File: config.mk
export PLATFORM = sky130hd
export DESIGN_NAME = scan_digit_mux
export DESIGN_NICKNAME = d
export VERILOG_FILES = /design/src/rtl/scan_digit_mux.sv
export SDC_FILE = /design/constraint.sdc
export NUM_CORES = 1
export LEC_CHECK = 0
export ABC_AREA = 1
export CORE_ASPECT_RATIO = 2
export CORE_MARGIN = 1.5
export CORE_UTILIZATION = 60
export DETAILED_ROUTE_END_ITERATION = 6
export GPL_TIMING_DRIVEN = 0
export PLACE_DENSITY = 0.79
export SLEW_MARGIN = 25
export SYNTH_ARGS = -nofsm -noshare
export SYNTH_HDL_FRONTEND = slang
export SYNTH_SLANG_ARGS = --single-unit
File: constraint.sdc
create_clock -name CLK -period 2.6 [get_ports CLK]
set_clock_uncertainty 0.1 [all_clocks]
set_input_delay 0.65 -clock CLK [delete_from_list [all_inputs] [get_ports CLK]]
set_output_delay 0.65 -clock CLK [all_outputs]
set_load 0.005 [all_outputs]
File: src/rtl/scan_digit_mux.sv
// Time-multiplexed BCD digit driver for a common-anode seven-segment display.
// Define SCAN_LZB_EN to blank leading zeros (digit 0 is always shown).
module scan_digit_mux #(
  parameter int unsigned NDIG     = 4,
  parameter int unsigned SCAN_DIV = 50000,
  parameter int unsigned CNT_W    = 16
) (
  input  logic              CLK,
  input  logic              RST,
  input  logic [4*NDIG-1:0] DIG_IN,
  input  logic              LOAD,
  input  logic              BLANK,
  output logic [3:0]        BCD_OUT,
  output logic [NDIG-1:0]   AN_OUT,
  output logic              LOAD_ACK,
  output logic              FRAME_END
);

  localparam int unsigned IDX_W = (NDIG > 1) ? $clog2(NDIG) : 1;
  localparam int unsigned DW    = 4 * NDIG;

  logic [CNT_W-1:0] cnt, cnt_n;
  logic [IDX_W-1:0] idx, idx_n;
  logic [DW-1:0]    staging, staging_n;
  logic [DW-1:0]    shadow, shadow_n;
  logic             pending, pending_n;
  logic             tick, boundary, commit;
  logic [3:0]       bcd_n;
  logic [NDIG-1:0]  an_n;

  assign tick     = (cnt == CNT_W'(SCAN_DIV - 1));
  assign boundary = tick && (idx == IDX_W'(NDIG - 1));
  assign commit   = boundary && (pending || LOAD);

  // Scan timing and double-buffered digit update
  always_comb begin
    cnt_n     = cnt + CNT_W'(1);
    idx_n     = idx;
    staging_n = staging;
    shadow_n  = shadow;
    pending_n = pending;
    if (tick) begin
      cnt_n = '0;
      idx_n = (idx == IDX_W'(NDIG - 1)) ? '0 : idx + IDX_W'(1);
    end
    if (boundary) begin
      pending_n = 1'b0;
      if (LOAD) begin
        shadow_n = DIG_IN;
      end else if (pending) begin
        shadow_n = staging;
      end
    end else if (LOAD) begin
      staging_n = DIG_IN;
      pending_n = 1'b1;
    end
  end

`ifdef SCAN_LZB_EN
  logic [NDIG-1:0] lz;
  logic            zero_run;

  // lz[k] is set when digit k and every digit above it are zero
  always_comb begin
    lz       = '0;
    zero_run = 1'b1;
    for (int k = NDIG - 1; k >= 1; k--) begin
      zero_run = zero_run && (shadow_n[4*k +: 4] == 4'd0);
      lz[k]    = zero_run;
    end
  end
`endif

  // Digit value and active-low select for the slot following this cycle
  always_comb begin
    bcd_n = '0;
    an_n  = '1;
    for (int k = 0; k < NDIG; k++) begin
      if (idx_n == IDX_W'(k)) begin
        bcd_n = shadow_n[4*k +: 4];
`ifdef SCAN_LZB_EN
        an_n[k] = lz[k];
`else
        an_n[k] = 1'b0;
`endif
      end
    end
    if (BLANK) begin
      an_n = '1;
    end
  end

  always_ff @(posedge CLK) begin
    if (RST) begin
      cnt       <= '0;
      idx       <= '0;
      staging   <= '0;
      shadow    <= '0;
      pending   <= 1'b0;
      BCD_OUT   <= '0;
      AN_OUT    <= '1;
      LOAD_ACK  <= 1'b0;
      FRAME_END <= 1'b0;
    end else begin
      cnt       <= cnt_n;
      idx       <= idx_n;
      staging   <= staging_n;
      shadow    <= shadow_n;
      pending   <= pending_n;
      BCD_OUT   <= bcd_n;
      AN_OUT    <= an_n;
      LOAD_ACK  <= commit;
      FRAME_END <= boundary;
    end
  end

endmodule
* Yosys cells after proc, flatten, opt, wreduce, memory -nomap -nowiden
Index checks and enable logic that the tools add are counted.
** Storage, ports and cells
- Flip-flop bits (word level) :: 61
- Bits of input ports :: 20
- Output and inout port bits :: 10
- Logic and storage cells :: 38
** Operators by class
- $add $sub $neg :: 2
- Eq/ne operators :: 5
- Muxes and demuxes :: 13
- Bitwise operators :: 1
- Reduce and logical (&&, ||, !) cells :: 8
** Operator list (number)
- $mux W16 :: 3
- $add A16 B1 Y16 const B :: 1
- $eq A16 B16 Y1 const B :: 1
- $mux W4 :: 4
- $eq A2 B2 Y1 const B :: 3
- $reduce_or A2 Y1 :: 3
- $mux W1 :: 4
- $mux W2 :: 2
- $add A2 B1 Y2 const B :: 1
- $eq A2 B1 Y1 const B :: 1
- $logic_and A1 B1 Y1 :: 2
- $logic_not A2 Y1 :: 1
- $reduce_and A2 Y1 :: 1
- $logic_or A1 B1 Y1 :: 1
- $not A1 Y1 :: 1

* Longest topological paths before layout
Gate-level depths: netlist of run 1.
- Depth in word-level cells :: 8
- Mapped depth :: 13

* Worst setup path before layout of run 1
No wires, ideal clock.
- Kind :: in2reg
- Start :: input LOAD
- End :: register BCD_OUT[2]
- Arrival :: 1549 ps
- Setup slack :: 887 ps
- Cell stages on the path :: 10
- Cell sequence :: buf_2 > nor2_2 > nand2_1 > nand2_1 > nor2_1 > nand4_1 > nand2_1 > a21oi_1 > nor2_1 > nor2_1
** Between the ends
- Cells in the longest elaborated chain, start to end :: 6
** Ends and longest elaborated chain
- from (decl) :: line 11 : input logic LOAD,
- $mux W16 (*) :: line 48 : if (LOAD) begin
- $mux W16 (*) :: line 46 : if (boundary) begin
- $mux W4 (3 in series) :: line 79 : if (idx_n == IDX_W'(k)) begin
- $mux W4 (*) :: line 79
- to (signal assigned) :: line 110 : BCD_OUT <= bcd_n;
- to (decl) :: line 13 : output logic [3:0] BCD_OUT,
Every way passes the cells marked *; elsewhere a longest branch is shown, timed or not.
A chain may end at the register's enable or synchronous reset.

* Final worst setup path of run 1
- Start :: input LOAD
- End :: register BCD_OUT[3]
Same word-level chain as after synthesis.

==> results.py, run 1 <==
metrics = {
    "outcome": {
        "result_of_the_run": "completed",
    },
    "drt": {
        "drt-vias-per-instance": 5.14,
        "number_of_iterations_in_the_first_detailed_routing_pass": 4,
        "wirelength_mm": 7.02,
        "postRouteAntennaNets": 0,
        "wl_per_cell_um": 12.9,
        "num_vias": 2809,
        "drt_iter0_drc": 105,
        "post-route-drc-count": 0,
    },
    "setup_path": {
        "ff2ff_path_depth": 9,
        "cp-startpoint": "LOAD",
        "critical_path_peak_fanout": 10,
        "critical_path_required_ns": 2.78,
        "worst_setup_path_start_kind": "primary input",
        "worst-setup-path-type": "in -> reg",
        "crit_path_end_kind": "flip-flop",
        "timing.rr.start": "cnt[0]",
        "timing.critical_path.arrival_ns": 2.40,
    },
    "global_routing": {
        "grt-ovfl-total": 0,
        "grt_pass1_vias": 2635,
        "maximum_number_of_pins_on_one_net_before_global_route_repair": 11,
        "met2_global_route_usage_pct": 58.2,
        "grt_most_used_layer": "met2",
        "grt_antenna_before_repair": 0,
        "grt_util_all_layers_pct": 28.8,
        "gr-usage-met3_pct": 4.35,
        "grt.met1_usage_pct": 26.0,
        "first_pass_grt_wire_length_mm": 11.4,
    },
    "cells_and_area": {
        "final_area_sq_um": 3580,
        "layout_common_cells": "143 x sky130_fd_sc_hd__nand2_1, 69 x sky130_fd_sc_hd__nor2_1, 61 x sky130_fd_sc_hd__dfxtp_1, 35 x sky130_fd_sc_hd__inv_1, 29 x sky130_fd_sc_hd__clkdlybuf4s50_1",
        "fin_nets": 506,
        "synthToLayoutAreaGrowth_pct": 19.0,
        "drive_gt1_share_pct": 12.1,
        "antenna-diode-count": 0,
        "final_common_cell": "sky130_fd_sc_hd__nand2_1",
        "postLayoutCoreUtil_pct": 73.5,
    },
    "timing": {
        "timing.setup.tns_ns": 0,
        "final-setup-viol-count": 0,
        "post-route-period-util_pct": 85.2,
        "final_period_minus_worst_setup_slack_ns": 2.21,
        "clock.fmax_ghz": 0.452,
        "max_slew.worst_pin.slew_ns": 0.485,
        "final_setup_slack_of_the_worst_path_ns": 0.386,
        "timing.final.hold_violations": 0,
        "timing_max_transition_violations_final": 0,
        "unrepaired_setup_endpoints_after_global_routing": "false",
        "maxSlewHeadroom_pct": 67.7,
    },
    "clocking": {
        "worst_setup_hold_path_clk_slew_ns": 0.07,
        "cts-hold-fix-buffers": 0,
        "cts_inserted_buffers": 9,
        "cts_resized": 0,
        "clock_tree.root_cell": "sky130_fd_sc_hd__clkbuf_8",
        "clk-insertion-delay-late_ns": 0.34,
        "cts.sink_count": 61,
        "maximum_clock_insertion_buffer_count": 2,
        "cts_setup_buffers": 0,
        "cts.htree.levels": 3,
        "cts_tree": "yes",
    },
    "synthesis": {
        "synth_cells": 444,
        "synth.yosys.warnings": 0,
        "yosysSeqAreaShare_pct": 40.6,
        "synth_cell_types": 30,
        "synth_top_area_cell": "sky130_fd_sc_hd__dfxtp_1",
        "mappedNetlistNets": 466,
        "synth.top_cell.area_share_pct": 40.6,
        "yosys-top-cells-area": "sky130_fd_sc_hd__dfxtp_1 41%, sky130_fd_sc_hd__nand2_1 18%, sky130_fd_sc_hd__nor2_1 8.6%",
        "synth_area_per_inst_sq_um": 6.77,
        "synth_seq_cells": 61,
        "mappedNetlistArea_sq_um": 3000,
    },
    "place": {
        "hpwl_after_dpl_mm": 5.34,
        "dp_slack_ns": 0.0353,
        "io_buffer_count": 29,
        "rd_place_congestion": 0.909,
        "dpl-instance-area_sq_um": 3370,
    },
    "power_and_ir_drop": {
        "p_per_area_nw_per_um2": 560,
        "cellLeakagePower_uw": 0.00158,
        "sequentialPowerShare_pct": 48.5,
        "cell_internal_pwr_uw": 1530,
        "combPwrFrac_pct": 7.2,
        "switching_share_pct": 23.4,
        "finalPower_uw": 2000,
        "power_switching_uw": 468,
        "power_frac_clock_pct": 44.3,
        "irDropWorstVdd_v": 0.000599,
    },
    "floorplanning": {
        "placementRows": 36,
        "chip_height_um": 103,
        "die_boundary_width_um": 53.0,
        "core_sq_um": 4860,
        "io_pins": 30,
        "dieArea_sq_um": 5470,
        "starting_density_of_the_core_pct": 61.8,
    },
    "flow_run": {
        "timing.max_cap.violations": 0,
    },
    "min_path": {
        "worst_hold_path.num_cells": 1,
        "min_from": "cnt[0]",
        "holdCritPathClass": "reg -> reg",
    },
}
==> sequential cells by signal, summed over array words and instances, names as in the netlist <==
signal,count
BCD_OUT,4
AN_OUT,4
idx,2
staging,16
LOAD_ACK,1
FRAME_END,1
shadow,16
pending,1
cnt,16
==> power groups by stage <==
stage / Clock, uW / Sequential, uW / Combinational [uW]
2_1_floorplan: 0 / 989 / 82.4
3_3_place_gp: 0 / 992 / 139
3_5_place_dp: 0 / 993 / 142
4_1_cts: 898 / 972 / 143
5_1_grt: 939 / 974 / 159
6_report: 887 / 972 / 143
==> cells in the mapped netlist <==
| cell | count |
|---|---|
| sky130_fd_sc_hd__nand2_1 | 143 |
| sky130_fd_sc_hd__inv_1 | 35 |
| sky130_fd_sc_hd__clkbuf_1 | 6 |
| sky130_fd_sc_hd__nand3_2 | 2 |
| sky130_fd_sc_hd__ha_1 | 2 |
| sky130_fd_sc_hd__nor3b_1 | 1 |
| sky130_fd_sc_hd__buf_6 | 1 |
| sky130_fd_sc_hd__o21ai_0 | 20 |
| sky130_fd_sc_hd__nand3_4 | 1 |
| sky130_fd_sc_hd__or2_0 | 1 |
| sky130_fd_sc_hd__buf_12 | 1 |
| sky130_fd_sc_hd__a21oi_1 | 25 |
| sky130_fd_sc_hd__buf_2 | 3 |
| sky130_fd_sc_hd__nor2_4 | 3 |
| sky130_fd_sc_hd__inv_2 | 5 |
| sky130_fd_sc_hd__nand2_2 | 9 |
| sky130_fd_sc_hd__nor2_8 | 2 |
| sky130_fd_sc_hd__a21o_1 | 1 |
| sky130_fd_sc_hd__dfxtp_1 | 61 |
| sky130_fd_sc_hd__xnor2_1 | 1 |
| sky130_fd_sc_hd__nand2_8 | 1 |
| sky130_fd_sc_hd__nand4_1 | 4 |
| sky130_fd_sc_hd__nor2_2 | 8 |
| sky130_fd_sc_hd__nor2_1 | 69 |
| sky130_fd_sc_hd__nand2_4 | 2 |
| sky130_fd_sc_hd__o21ai_2 | 4 |
| sky130_fd_sc_hd__o21ai_1 | 13 |
| sky130_fd_sc_hd__buf_4 | 1 |
| sky130_fd_sc_hd__nand3_1 | 16 |
| sky130_fd_sc_hd__nor3_1 | 3 |
==> critical path, stage by stage <==
cell                              delay, ns
sky130_fd_sc_hd__clkdlybuf4s50_1       0.50
sky130_fd_sc_hd__buf_2                 0.24
sky130_fd_sc_hd__nor2_2                0.36
sky130_fd_sc_hd__nand2_1               0.10
sky130_fd_sc_hd__nand3_1               0.11
sky130_fd_sc_hd__nand2_1               0.07
sky130_fd_sc_hd__nand2_1               0.08
sky130_fd_sc_hd__nand2_1               0.06
sky130_fd_sc_hd__nand2_1               0.06
sky130_fd_sc_hd__nor2_1                0.05
sky130_fd_sc_hd__nor2_1                0.11
==> cell type report <==
type                    instances  area [sq um]
multi-input cells             331          1560
fillers                       428          1290
flip-flops and latches         61          1220
repair buffers                 29           290
clock buffers                  12           165
inverters                      40           150
plain buffers                  12          76.3
well taps                      57          71.3
clock inverters                 4          45.0
==> metrics by stage <==
stage / hold slack (ns) / instances
after detailed placement: 0.342 / 530
after floorplan: 0.318 / 444
after global placement: 0.326 / 530
after CTS: 0.354 / 546
after global routing: 0.375 / 546
final: 0.345 / 546
==> path summary, 6_finish.rpt <==
kind	to	slack [ns]
worst min-delay path	cnt[0]	0.35
worst max-delay path	BCD_OUT[3]	0.39
worst min register to register	cnt[0]	0.35
worst max register to register	staging[8]	0.64
==> layer usage <==
layer / vias to the layer above / part of all wire [%]
met5: - / 0
met4: 0 / 1.8
met2: 36 / 59
li1: 1472 / -
met3: 12 / 2.9
met1: 1289 / 36
==> logic make-up after synthesis <==
kind of cell | share of synthesized area [%]
DFF | 40.6
adders and majority gates | 0.833
AOI/OAI and AO/OA | 11.1
and+or+nand+nor | 39.6
buffers and inverters | 7.54
xor gates and xnor gates | 0.292
Power figures use the tool's default switching activity.
==> inputs of run 2 (changes only) <==
--- a/config.mk
+++ b/config.mk
@@ -12,6 +12,7 @@
 export DETAILED_ROUTE_END_ITERATION = 6
 export GPL_TIMING_DRIVEN = 0
 export PLACE_DENSITY = 0.79
+export SKIP_LAST_GASP = 1
 export SLEW_MARGIN = 25
 export SYNTH_ARGS = -nofsm -noshare
 export SYNTH_HDL_FRONTEND = slang
==> results of run 2 <==
Same layout as run 1: the final DEF is identical, and so are final timing and power.
==> inputs of run 3 (changes only) <==
--- a/config.mk
+++ b/config.mk
@@ -10,8 +10,9 @@
 export CORE_MARGIN = 1.5
 export CORE_UTILIZATION = 60
 export DETAILED_ROUTE_END_ITERATION = 6
+export DONT_BUFFER_PORTS = 1
 export GPL_TIMING_DRIVEN = 0
-export PLACE_DENSITY = 0.79
+export PLACE_DENSITY = 0.72
 export SKIP_LAST_GASP = 1
 export SLEW_MARGIN = 25
 export SYNTH_ARGS = -nofsm -noshare
==> run 3 against run 2 <==
  * Cell count fell by 5.3%
  * Critical path depth fell by 2
  * Flip-flop and latch count did not move
  * Maximum frequency rose by 11%
  * Power fell by 4.9%
  * Register-to-register slack got worse by 0.03 ns
  * Critical path type is now reg -> reg
==> results.py, run 3 (synthesis gave the netlist of run 1 again) <==
metrics = {
    "clocking": {
        "cts_resized": 0,
        "maximum_clock_insertion_buffer_count": 2,
        "cts-hold-fix-buffers": 0,
        "clk-insertion-delay-late_ns": 0.34,
        "cts_setup_buffers": 0,
        "worst_setup_hold_path_clk_slew_ns": 0.07,
        "cts.sink_count": 61,
        "clock_tree.root_cell": "sky130_fd_sc_hd__clkbuf_8",
        "cts_tree": "yes",
        "cts_inserted_buffers": 9,
        "cts.htree.levels": 3,
    },
    "cells_and_area": {
        "final_common_cell": "sky130_fd_sc_hd__nand2_1",
        "drive_gt1_share_pct": 12.6,
        "final_area_sq_um": 3270,
        "nFillCells": 483,
        "synthToLayoutAreaGrowth_pct": 8.75,
        "fin_nets": 477,
        "layout_common_cells": "143 x sky130_fd_sc_hd__nand2_1, 69 x sky130_fd_sc_hd__nor2_1, 61 x sky130_fd_sc_hd__dfxtp_1, 35 x sky130_fd_sc_hd__inv_1, 25 x sky130_fd_sc_hd__a21oi_1",
        "antenna-diode-count": 0,
        "biggestRegsByFlops": "cnt x16, shadow x16, staging x16",
    },
    "min_path": {
        "holdCritPathClass": "in -> reg",
    },
    "floorplanning": {
        "placementRows": 36,
        "dieArea_sq_um": 5470,
        "io_pins": 30,
        "core_sq_um": 4860,
        "starting_density_of_the_core_pct": 61.8,
        "chip_height_um": 103,
        "die_boundary_width_um": 53.0,
    },
    "timing": {
        "clock.fmax_ghz": 0.502,
        "timing_max_transition_violations_final": 0,
        "max_slew.worst_pin.slew_ns": 0.477,
        "final-setup-viol-count": 0,
        "timing.setup.tns_ns": 0,
        "post-route-period-util_pct": 76.6,
        "timing.final.hold_violations": 0,
        "maxSlewHeadroom_pct": 68.2,
        "final_period_minus_worst_setup_slack_ns": 1.99,
        "unrepaired_setup_endpoints_after_global_routing": "false",
    },
    "global_routing": {
        "grt_pass1_vias": 2551,
        "grt_util_all_layers_pct": 28.6,
        "maximum_number_of_pins_on_one_net_before_global_route_repair": 11,
        "grt_antenna_before_repair": 0,
        "first_pass_grt_wire_length_mm": 11.2,
        "grt-ovfl-total": 0,
    },
    "setup_path": {
        "critical_path_required_ns": 2.74,
        "crit_path_cell_trace": "ha_1 > nand3_4 > nor2_2 > nand3_1 > nand2_2 > inv_2 > buf_2 > nor2_1 > nor2_1",
        "cp_slowest_cell": "sky130_fd_sc_hd__dfxtp_1",
        "timing.critical_path.arrival_ns": 2.13,
        "cpPeakStageDelay_ns": 0.35,
        "worst_setup_path_start_kind": "flip-flop",
        "crit_path_end_kind": "flip-flop",
        "cp_common_cell": "sky130_fd_sc_hd__nor2_1",
        "worst-setup-path-type": "reg -> reg",
        "critical_path_peak_fanout": 10,
    },
    "place": {
        "rd_place_congestion": 0.893,
        "io_buffer_count": 0,
        "dpl-instance-area_sq_um": 3080,
        "hpwl_after_dpl_mm": 5.39,
    },
    "drt": {
        "drt_iter0_drc": 77,
        "post-route-drc-count": 0,
        "drt-vias-per-instance": 5.16,
        "met2_wirelength_mm": 4.02,
        "postRouteAntennaNets": 0,
        "num_vias": 2667,
        "wl_per_cell_um": 13.5,
        "topRoutingLayerUsed": "met4",
        "wirelength_mm": 6.96,
        "drt-met1-wl_mm": 2.45,
        "number_of_iterations_in_the_first_detailed_routing_pass": 5,
        "met3_wirelength_um": 239,
    },
    "power_and_ir_drop": {
        "cellLeakagePower_uw": 0.00146,
        "p_per_area_nw_per_um2": 583,
        "irDropWorstVdd_v": 0.000589,
    },
    "outcome": {
        "result_of_the_run": "completed",
    },
    "flow_run": {
        "timing.max_cap.violations": 0,
    },
}
run 3: changes by cell type in the layout (fill, tap and decap cells not counted), sizes merged:
| cell | previous run | this run |
|---|---|---|
| clkbuf | 18 | 17 |
| clkdlybuf4s50 | 29 | 0 |
| clkinv | 3 | 4 |
run 3: worst paths after layout:
path | slack [ns] | endpoint | startpoint | cells after the start
setup / recovery | 0.61 | staging[14] | cnt[0] | 9
hold / removal | 0.35 | pending | RST | 3
setup reg to reg | 0.61 | staging[14] | cnt[0] | 9
hold reg to reg | 0.36 | cnt[0] | cnt[0] | 1
run 3: routing by layer:
layer	global-route usage, %	up-vias
met5	0	-
met4	15.0	0
met3	6.67	18
met2	56.2	51
met1	25.1	1185
li1	-	1413
run 3: metrics by stage:
stage	hold WS (ns)	setup slack (ns)	util, %	total power (uW)	instances
finish	0.350	0.610	67.2	1900	517
global route	0.361	0.442	67.2	1980	517
CTS	0.336	0.601	67.2	1920	517
detailed placement	0.348	0.605	63.2	1100	501
global placement	0.330	0.612	63.2	1090	501
floorplan	0.318	0.887	-	1070	444
run 3: critical path, delay by kind of cell, from the launching register on:
kind | cells | cell delay [ns]
buffers and inverters | 2 | 0.30
adder cells (fa/ha/maj) | 1 | 0.23
flip-flops | 1 | 0.35
AND/OR/NAND/NOR | 6 | 0.90
run 3: layout make-up:
cell class	instances	area [sq um]	share of cell area, %
Clock inverter	5	50.0	1.53
Tap cell	57	71.3	2.18
Multi-Input combinational cell	331	1560	47.6
Sequential cell	61	1220	37.4
Inverter	40	150	4.60
Clock buffer	11	141	4.33
Buffer	12	76.3	2.34
run 3: power breakdown:
part | leakage (uW) | switching, uW | internal [uW]
combinational | 0.000860 | 71.4 | 34.5
clock | 0.000103 | 364 | 462
sequential | 0.000497 | 14.7 | 958
total | 0.00146 | 450 | 1450
